### src/rtl/agc_servo.sv
// Closed-loop AGC servo: counts per-lane threshold crossings over a window,
// then steps the DSP scale/offset toward targets and strobes load/apply.
module agc_servo #(
    parameter int          NSAMP       = 8,
    parameter int          CNT_BITS    = 24,
    parameter logic [16:0] SCALE_RESET = 17'h01000
) (
    input  logic                clk_i,
    input  logic                rst_i,
    input  logic                en_i,
    input  logic [NSAMP-1:0]    gt_i,
    input  logic [NSAMP-1:0]    lt_i,
    input  logic [CNT_BITS-1:0] period_i,
    input  logic [CNT_BITS-1:0] target_hi_i,
    input  logic [CNT_BITS-1:0] target_lo_i,
    input  logic [16:0]         scale_step_i,
    input  logic [15:0]         offset_step_i,
    output logic [16:0]         scale_o,
    output logic [15:0]         offset_o,
    output logic                ce_scale_o,
    output logic                ce_offset_o,
    output logic                apply_o,
    output logic [CNT_BITS-1:0] gt_count_o,
    output logic [CNT_BITS-1:0] lt_count_o,
    output logic                done_o
);

    localparam int PC_W = $clog2(NSAMP + 1);
    localparam logic signed [17:0] OFF_MIN = -18'sd32768;
    localparam logic signed [17:0] OFF_MAX = 18'sd32767;

    typedef enum logic [2:0] {IDLE, ACCUM, DECIDE, LOAD, APPLY} state_t;

    state_t              state;
    logic [CNT_BITS-1:0] gt_cnt;
    logic [CNT_BITS-1:0] lt_cnt;
    logic [CNT_BITS-1:0] win_cnt;
    logic [CNT_BITS-1:0] win_load;
    logic [CNT_BITS:0]   total;
    logic [17:0]         scale_dn;
    logic [17:0]         scale_up;
    logic [16:0]         scale_nxt;
    logic signed [17:0]  off_ext;
    logic signed [17:0]  off_step;
    logic signed [17:0]  off_dn;
    logic signed [17:0]  off_up;
    logic [15:0]         offset_nxt;

    function automatic logic [PC_W-1:0] popcount(input logic [NSAMP-1:0] v);
        logic [PC_W-1:0] n;
        n = '0;
        for (int unsigned i = 0; i < NSAMP; i++)
            n = n + PC_W'(v[i]);
        return n;
    endfunction

    function automatic logic [CNT_BITS-1:0] sat_add(input logic [CNT_BITS-1:0] a,
                                                    input logic [PC_W-1:0]     b);
        logic [CNT_BITS:0] s;
        s = {1'b0, a} + (CNT_BITS + 1)'(b);
        return s[CNT_BITS] ? '1 : s[CNT_BITS-1:0];
    endfunction

    assign win_load = (period_i == '0) ? CNT_BITS'(1) : period_i;

    // Step arithmetic is carried wide enough that the overflow/underflow bit
    // selects the clamp value directly.
    always_comb begin
        total    = {1'b0, gt_cnt} + {1'b0, lt_cnt};
        scale_dn = {1'b0, scale_o} - {1'b0, scale_step_i};
        scale_up = {1'b0, scale_o} + {1'b0, scale_step_i};
        off_ext  = {{2{offset_o[15]}}, offset_o};
        off_step = $signed({2'b00, offset_step_i});
        off_dn   = off_ext - off_step;
        off_up   = off_ext + off_step;

        scale_nxt = scale_o;
        if (total > {1'b0, target_hi_i})
            scale_nxt = scale_dn[17] ? '0 : scale_dn[16:0];
        else if (total < {1'b0, target_lo_i})
            scale_nxt = scale_up[17] ? '1 : scale_up[16:0];

        offset_nxt = offset_o;
        if (gt_cnt > lt_cnt)
            offset_nxt = (off_dn < OFF_MIN) ? 16'h8000 : off_dn[15:0];
        else if (lt_cnt > gt_cnt)
            offset_nxt = (off_up > OFF_MAX) ? 16'h7FFF : off_up[15:0];
    end

    always_ff @(posedge clk_i) begin
        if (rst_i) begin
            state       <= IDLE;
            scale_o     <= SCALE_RESET;
            offset_o    <= '0;
            ce_scale_o  <= 1'b0;
            ce_offset_o <= 1'b0;
            apply_o     <= 1'b0;
            done_o      <= 1'b0;
            gt_count_o  <= '0;
            lt_count_o  <= '0;
            gt_cnt      <= '0;
            lt_cnt      <= '0;
            win_cnt     <= '0;
        end else begin
            ce_scale_o  <= 1'b0;
            ce_offset_o <= 1'b0;
            apply_o     <= 1'b0;
            done_o      <= 1'b0;
            case (state)
                IDLE: begin
                    if (en_i) begin
                        gt_cnt  <= '0;
                        lt_cnt  <= '0;
                        win_cnt <= win_load;
                        state   <= ACCUM;
                    end
                end
                ACCUM: begin
                    gt_cnt  <= sat_add(gt_cnt, popcount(gt_i));
                    lt_cnt  <= sat_add(lt_cnt, popcount(lt_i));
                    win_cnt <= win_cnt - CNT_BITS'(1);
                    if (win_cnt <= CNT_BITS'(1))
                        state <= DECIDE;
                end
                DECIDE: begin
                    gt_count_o  <= gt_cnt;
                    lt_count_o  <= lt_cnt;
                    scale_o     <= scale_nxt;
                    offset_o    <= offset_nxt;
                    ce_scale_o  <= 1'b1;
                    ce_offset_o <= 1'b1;
                    state       <= LOAD;
                end
                LOAD: begin
                    apply_o <= 1'b1;
                    done_o  <= 1'b1;
                    state   <= APPLY;
                end
                APPLY: begin
                    if (en_i) begin
                        gt_cnt  <= '0;
                        lt_cnt  <= '0;
                        win_cnt <= win_load;
                        state   <= ACCUM;
                    end else begin
                        state <= IDLE;
                    end
                end
                default: state <= IDLE;
            endcase
        end
    end

endmodule

### config.mk
export PLATFORM = sky130hd
export DESIGN_NAME = agc_servo
export DESIGN_NICKNAME = d
export VERILOG_FILES = /design/src/rtl/agc_servo.sv
export SDC_FILE = /design/constraint.sdc
export NUM_CORES = 1
export LEC_CHECK = 0
export ABC_CLOCK_PERIOD_IN_PS = 6100
export CAP_MARGIN = 5
export CELL_PAD_IN_SITES_DETAIL_PLACEMENT = 0
export CELL_PAD_IN_SITES_GLOBAL_PLACEMENT = 1
export CORE_MARGIN = 8
export CORE_UTILIZATION = 41
export CTS_CLUSTER_SIZE = 20
export DETAILED_ROUTE_END_ITERATION = 6
export GPL_TIMING_DRIVEN = 0
export PLACE_DENSITY = 0.83
export SETUP_SLACK_MARGIN = 0.15
export SLEW_MARGIN = 10
export SYNTH_ARGS = -nofsm -noshare
export SYNTH_HDL_FRONTEND = slang
export SYNTH_SLANG_ARGS = --single-unit
export TNS_END_PERCENT = 30
### constraint.sdc
create_clock -name clk_i -period 6.1 [get_ports clk_i]
set_input_delay 1.22 -clock clk_i [delete_from_list [all_inputs] [get_ports clk_i]]
set_output_delay 1.22 -clock clk_i [all_outputs]
set_load 0.01 [all_outputs]
After elaboration in Yosys (flattened, before gate mapping):

Index checks and enable logic that the tools add are counted.

* register bits: 158
* output and inout port bits: 85
* logic and storage cells: 78

* $add $sub $neg: 22
* $lt $le $gt $ge: 7
* eq/ne operators: 7
* muxes and demuxes: 22
* reductions and logical operators: 10

Operator list (number)
* $pmux 24 s2: 3
* $mux 24: 5
* $mux 17: 4
* $mux 16: 4
* $add 24x4->25: 2
* $gt 24x24->1: 2
* $add 4x1->4: 8
* $add 24x24->25: 1
* $gt 25x24->1: 1
* $lt 25x24->1: 1
* $le 24x1->1 const B: 1
* $logic_not 24->1: 1
* $sub 24x1->24 const B: 1
* $add 16x17->18: 1
* $add 17x17->18: 1
* $gt 18x16->1 const B: 1
* $lt 18x16->1 const B: 1
* $sub 16x17->18: 1
* $sub 17x17->18: 1
* $pmux 3 s5: 1
* $add 3x1->4: 2
* $reduce_and 2->1: 4
* $add 2x1->3: 2
* $eq 3x2->1 const B: 2
* 10 further kinds: 17

Logic depth before layout (Yosys ltp):

* depth after elaboration: 10
* gate-level depth with buffers: 25

Least setup slack after synthesis:

OpenSTA, ideal clock, no wires.

* path kind: input -> register
* from: input lt_i[0]
* to: register lt_cnt[6]
* arrival: 5302 ps
* path slack: 670 ps
* stages: 18
* path buffers: 2
* cells stage by stage: fa_1 > inv_1 > fa_1 > fa_1 > inv_1 > fa_1 > fa_1 > a21o_1 > a21oi_1 > nor4b_1 > and3_1 > and3_1 > clkbuf_1 > nand3_1 > clkbuf_1 > o31ai_1 > a22oi_1 > nor2_1

* cells in the longest elaborated chain, start to end: 10

Ends and longest elaborated chain
* start, declared: line 12 `input logic [NSAMP-1:0] lt_i,`
* $add 1x1->2: line 53 `n = n + PC_W'(v[i]);`
* $add 2x1->3: line 53
* $add 3x1->4: line 53
* $add 4x1->4 (4 in series): line 53
* $add 24x4->25: line 60 `s = {1'b0, a} + (CNT_BITS + 1)'(b);`
* $mux 24: line 61 `return s[CNT_BITS] ? '1 : s[CNT_BITS-1:0];`
* $pmux 24 s2: line 109 `case (state)`
* end signal, assigned: line 120 `lt_cnt <= sat_add(lt_cnt, popcount(lt_i));`
* end, declared: line 36 `logic [CNT_BITS-1:0] lt_cnt;`

Every way passes these cells.
A chain may end at the register's enable or synchronous reset.

Worst setup path after layout:

* from: input lt_i[0]
* to: register lt_cnt[23]

The elaborated chain is that of the path after synthesis.

==> results by group <==
Synthesis
  – Post-synthesis xor/xnor area fraction: 2.35%
  – Simple-gate area share of the yosys netlist: 20.2%
  – Mapped cell area: 14200 um^2
  – Mux share of post-synthesis cell area: 1.18%
  – Post-synth top area share: 22.3%
  – Avg Cell Area, Syn: 7.32 um^2
  – Number of flops mapped to enable cells by yosys: 0
  – Synth area leader: dfxtp_1
  – Post-synth ARST share: 0%
  – Compound-Gate Fraction of Synth Area: 28.0%
  – Commonest cells post-synth: a21oi_1 (222), nand2_1 (205), inv_1 (197)
  – Syn nets: 2248
  – Synth area leaders: dfxtp_1 (22%), ha_1 (16%), a21oi_1 (7.8%)
  – Most used DFF post-synth: dfxtp_1
  – Main combinational cell family by area after synthesis: compound AO/OA/AOI/OAI gates
  – Synth Warn #: 0
  – Most frequent cell after synthesis: a21oi_1
  – Post-synthesis register bit count: 158
  – Synth cell types: 84
  – Sequential-to-total area share from yosys stat: 22.3%
  – Synthesized instance count: 1933
  – Adder-cell area share of the yosys netlist: 17.7%

STA
  – Slew Viols, Final: 0
  – Hold WS: 0.459 ns
  – Fmax: 176 MHz
  – Final Setup Violations: 0
  – Tcrit/Tclk final: 93.0%
  – Clk_skew: 0.0137 ns
  – Worst-Margin Slew: 0.929 ns
  – Fin. Hold Viols: 0
  – Tmin final: 5.67 ns
  – RSZ-0062 raised after global routing: true
  – Slew Limit Headroom: 37.4%

Route
  – WL final: 48300 um
  – Avg WL per Cell: 18.4 um
  – Via density: 5.68
  – Drt initial violations: 1158
  – Via count: 14919
  – DRC: 0
  – First-pass iteration count of the detailed router: 6
  – Final antenna-violating net count: 0

Cells and area
  – Fraction of layout cells with a size suffix above 1: 4.42%
  – Fillers: 3382
  – Antenna Cells: 0
  – Post-layout util: 50.8%
  – Fin nets: 2475
  – Register area: 3160 um^2
  – Multi-input gate area: 9870 um^2
  – Area grow syn2layout: 23.0%

Place
  – # port buffers: 207
  – DP Wirelength: 37700 um
  – Gpl congestion: 0.905

Floorplanning
  – FP Rows: 68
  – Die Width: 202 um
  – Core Area: 34300 um^2
  – Die area: 40700 um^2
  – IO Count: 209
  – Die Ht: 202 um
  – Initial core utilization: 41.3%

Worst setup path
  – Crit. End Element: register
  – Critical path class: in -> reg
  – Crit start category: input port
  – CP Max Fanout: 8
  – Critical path required time: 6.40 ns
  – Data arrival, critical path: 5.97 ns

Clock tree
  – Clock Tree Buf Depth: 2
  – # clock sinks: 158
  – H-tree depth: 4
  – Root buffer cell: clkbuf_16
  – Cts hold-fix bufs: 0
  – CTS tree: built
  – Clk_lat worst skew: 0.44 ns
  – TritonCTS Buffers: 17
  – CTS clk-pin slew, worst paths: 0.07 ns

Global route
  – Vias in the first global route: 14411
  – First-pass GRT wire length: 76100 um
  – Largest net degree at the start of global routing: 17
  – GRT Residual Overflow: 0
  – Initial antenna violation count: 0
  – GRT Resource Usage Total: 22.7%

Power
  – PwrDens: 176 nW/um^2
  – P_leak: 7.41 nW
  – Worst VDD drop: 0.190 mV
  – Pwr Total: 0.00306 W

Min path
  – Worst min-delay path category: reg -> reg

Job
  – Max_cap viols: 0

Outcome
  – Status: finished, final reports clean
## cells in the final DEF (no fill, tap or decap), types with 15 or more instances in the layout
master           netlist  final
nor4_1                27     27
fa_1                  15     15
nand3_1               33     32
and3_1                16     16
clkbuf_1              79     79
a21o_1                37     37
o21ai_0              133    133
a22oi_1               20     20
o31ai_1               15     15
clkbuf_16              0     17
nand2b_1              28     28
nand2_1              205    205
nor3_1                39     38
a21oi_1              222    219
nand4_1               21     21
inv_1                197    197
nor2_1               164    163
nor2b_1               25     25
o21bai_1              17     17
dfxtp_1              158    157
ha_1                 176    176
a211oi_1              27     26
clkdlybuf4s50_1        0    207
o211ai_1              16     16
xnor2_1               27     27
a31oi_1               20     20
## cell families (layout without fill, tap and decap cells)
logic type | after synthesis | after routing
compound gates | 620 | 620
xor+xnor | 38 | 38
fa+ha+maj | 191 | 191
buf+inv | 299 | 538
flops | 158 | 158
mux | 16 | 16
simple gates | 611 | 611
## repair_timing
item / in CTS / in global routing
setup endpoints to repair: 2 / 56
buffers inserted: 0 / 1
pin swaps: 0 / 1
resized for setup: 1 / 12
hold endpoints to repair: 0 / 0
## where the power goes
group	internal, W	switching (W)
Clock	0.000570	0.000509
Combinational	0.000352	0.000532
Sequential	0.00106	0.0000346
Total	0.00198	0.00108
## metal layers
layer | track usage (%) | wire, um | vias up
li1 | - | - | 7287
met3 | 3.22 | 3090 | 88
met2 | 38.1 | 22500 | 557
met1 | 29.7 | 21600 | 6987
met4 | 7.17 | 1150 | 0
met5 | 0 | 0 | -
## through the flow
step	TNS [ns]	worst slack [ns]	area [um^2]	std cells
after floorplan	0	0.670	14200	1933
after global placement	-2.39	-0.306	16800	2595
after detailed placement	-3.04	-0.344	16800	2595
after CTS	0	0.202	17400	2626
after global routing	0	0.0968	17400	2627
final	0	0.429	17400	2627
## final timing paths
check,start,to,slack (ns),cells past startpoint
min reg2reg,lt_count_o[22]$_SDFFE_PP0P_,lt_count_o[22]$_SDFFE_PP0P_,0.46,2
max,lt_i[0],lt_cnt[23]$_SDFFE_PP0P_,0.43,18
min,lt_count_o[22]$_SDFFE_PP0P_,lt_count_o[22]$_SDFFE_PP0P_,0.46,2
max reg2reg,lt_cnt[0]$_SDFFE_PP0P_,scale_o[7]$_SDFFE_PP0P_,0.55,25
## area by class of cell
class / instances / share of cell area, %
plain buffers: 102 / 2.49
clock buffers: 18 / 2.46
clock inverters: 13 / 0.754
inverters: 197 / 4.25
multi-input cells: 1476 / 56.7
flip-flops and latches: 158 / 18.2
well taps: 455 / 3.27
repair buffers: 208 / 11.9
## registers in the layout, indices dropped and copies added, names as in the netlist
name / flops
ce_offset_o: 1
done_o: 1
gt_cnt: 24
gt_count_o: 24
lt_cnt: 24
lt_count_o: 24
offset_o: 16
scale_o: 17
state: 3
win_cnt: 24
## critical path: stages
cell             delay (ns)
clkdlybuf4s50_1        0.43
fa_1                   0.55
inv_1                  0.05
fa_1                   0.45
fa_1                   0.49
inv_1                  0.05
fa_1                   0.39
fa_1                   0.42
a21o_1                 0.19
a21oi_2                0.27
nor4b_1                0.13
and3_1                 0.23
and3_1                 0.18
clkbuf_1               0.18
and3_1                 0.21
clkbuf_1               0.21
o21ai_0                0.23
a21oi_1                0.09
(Power assumes the default switching activity.)
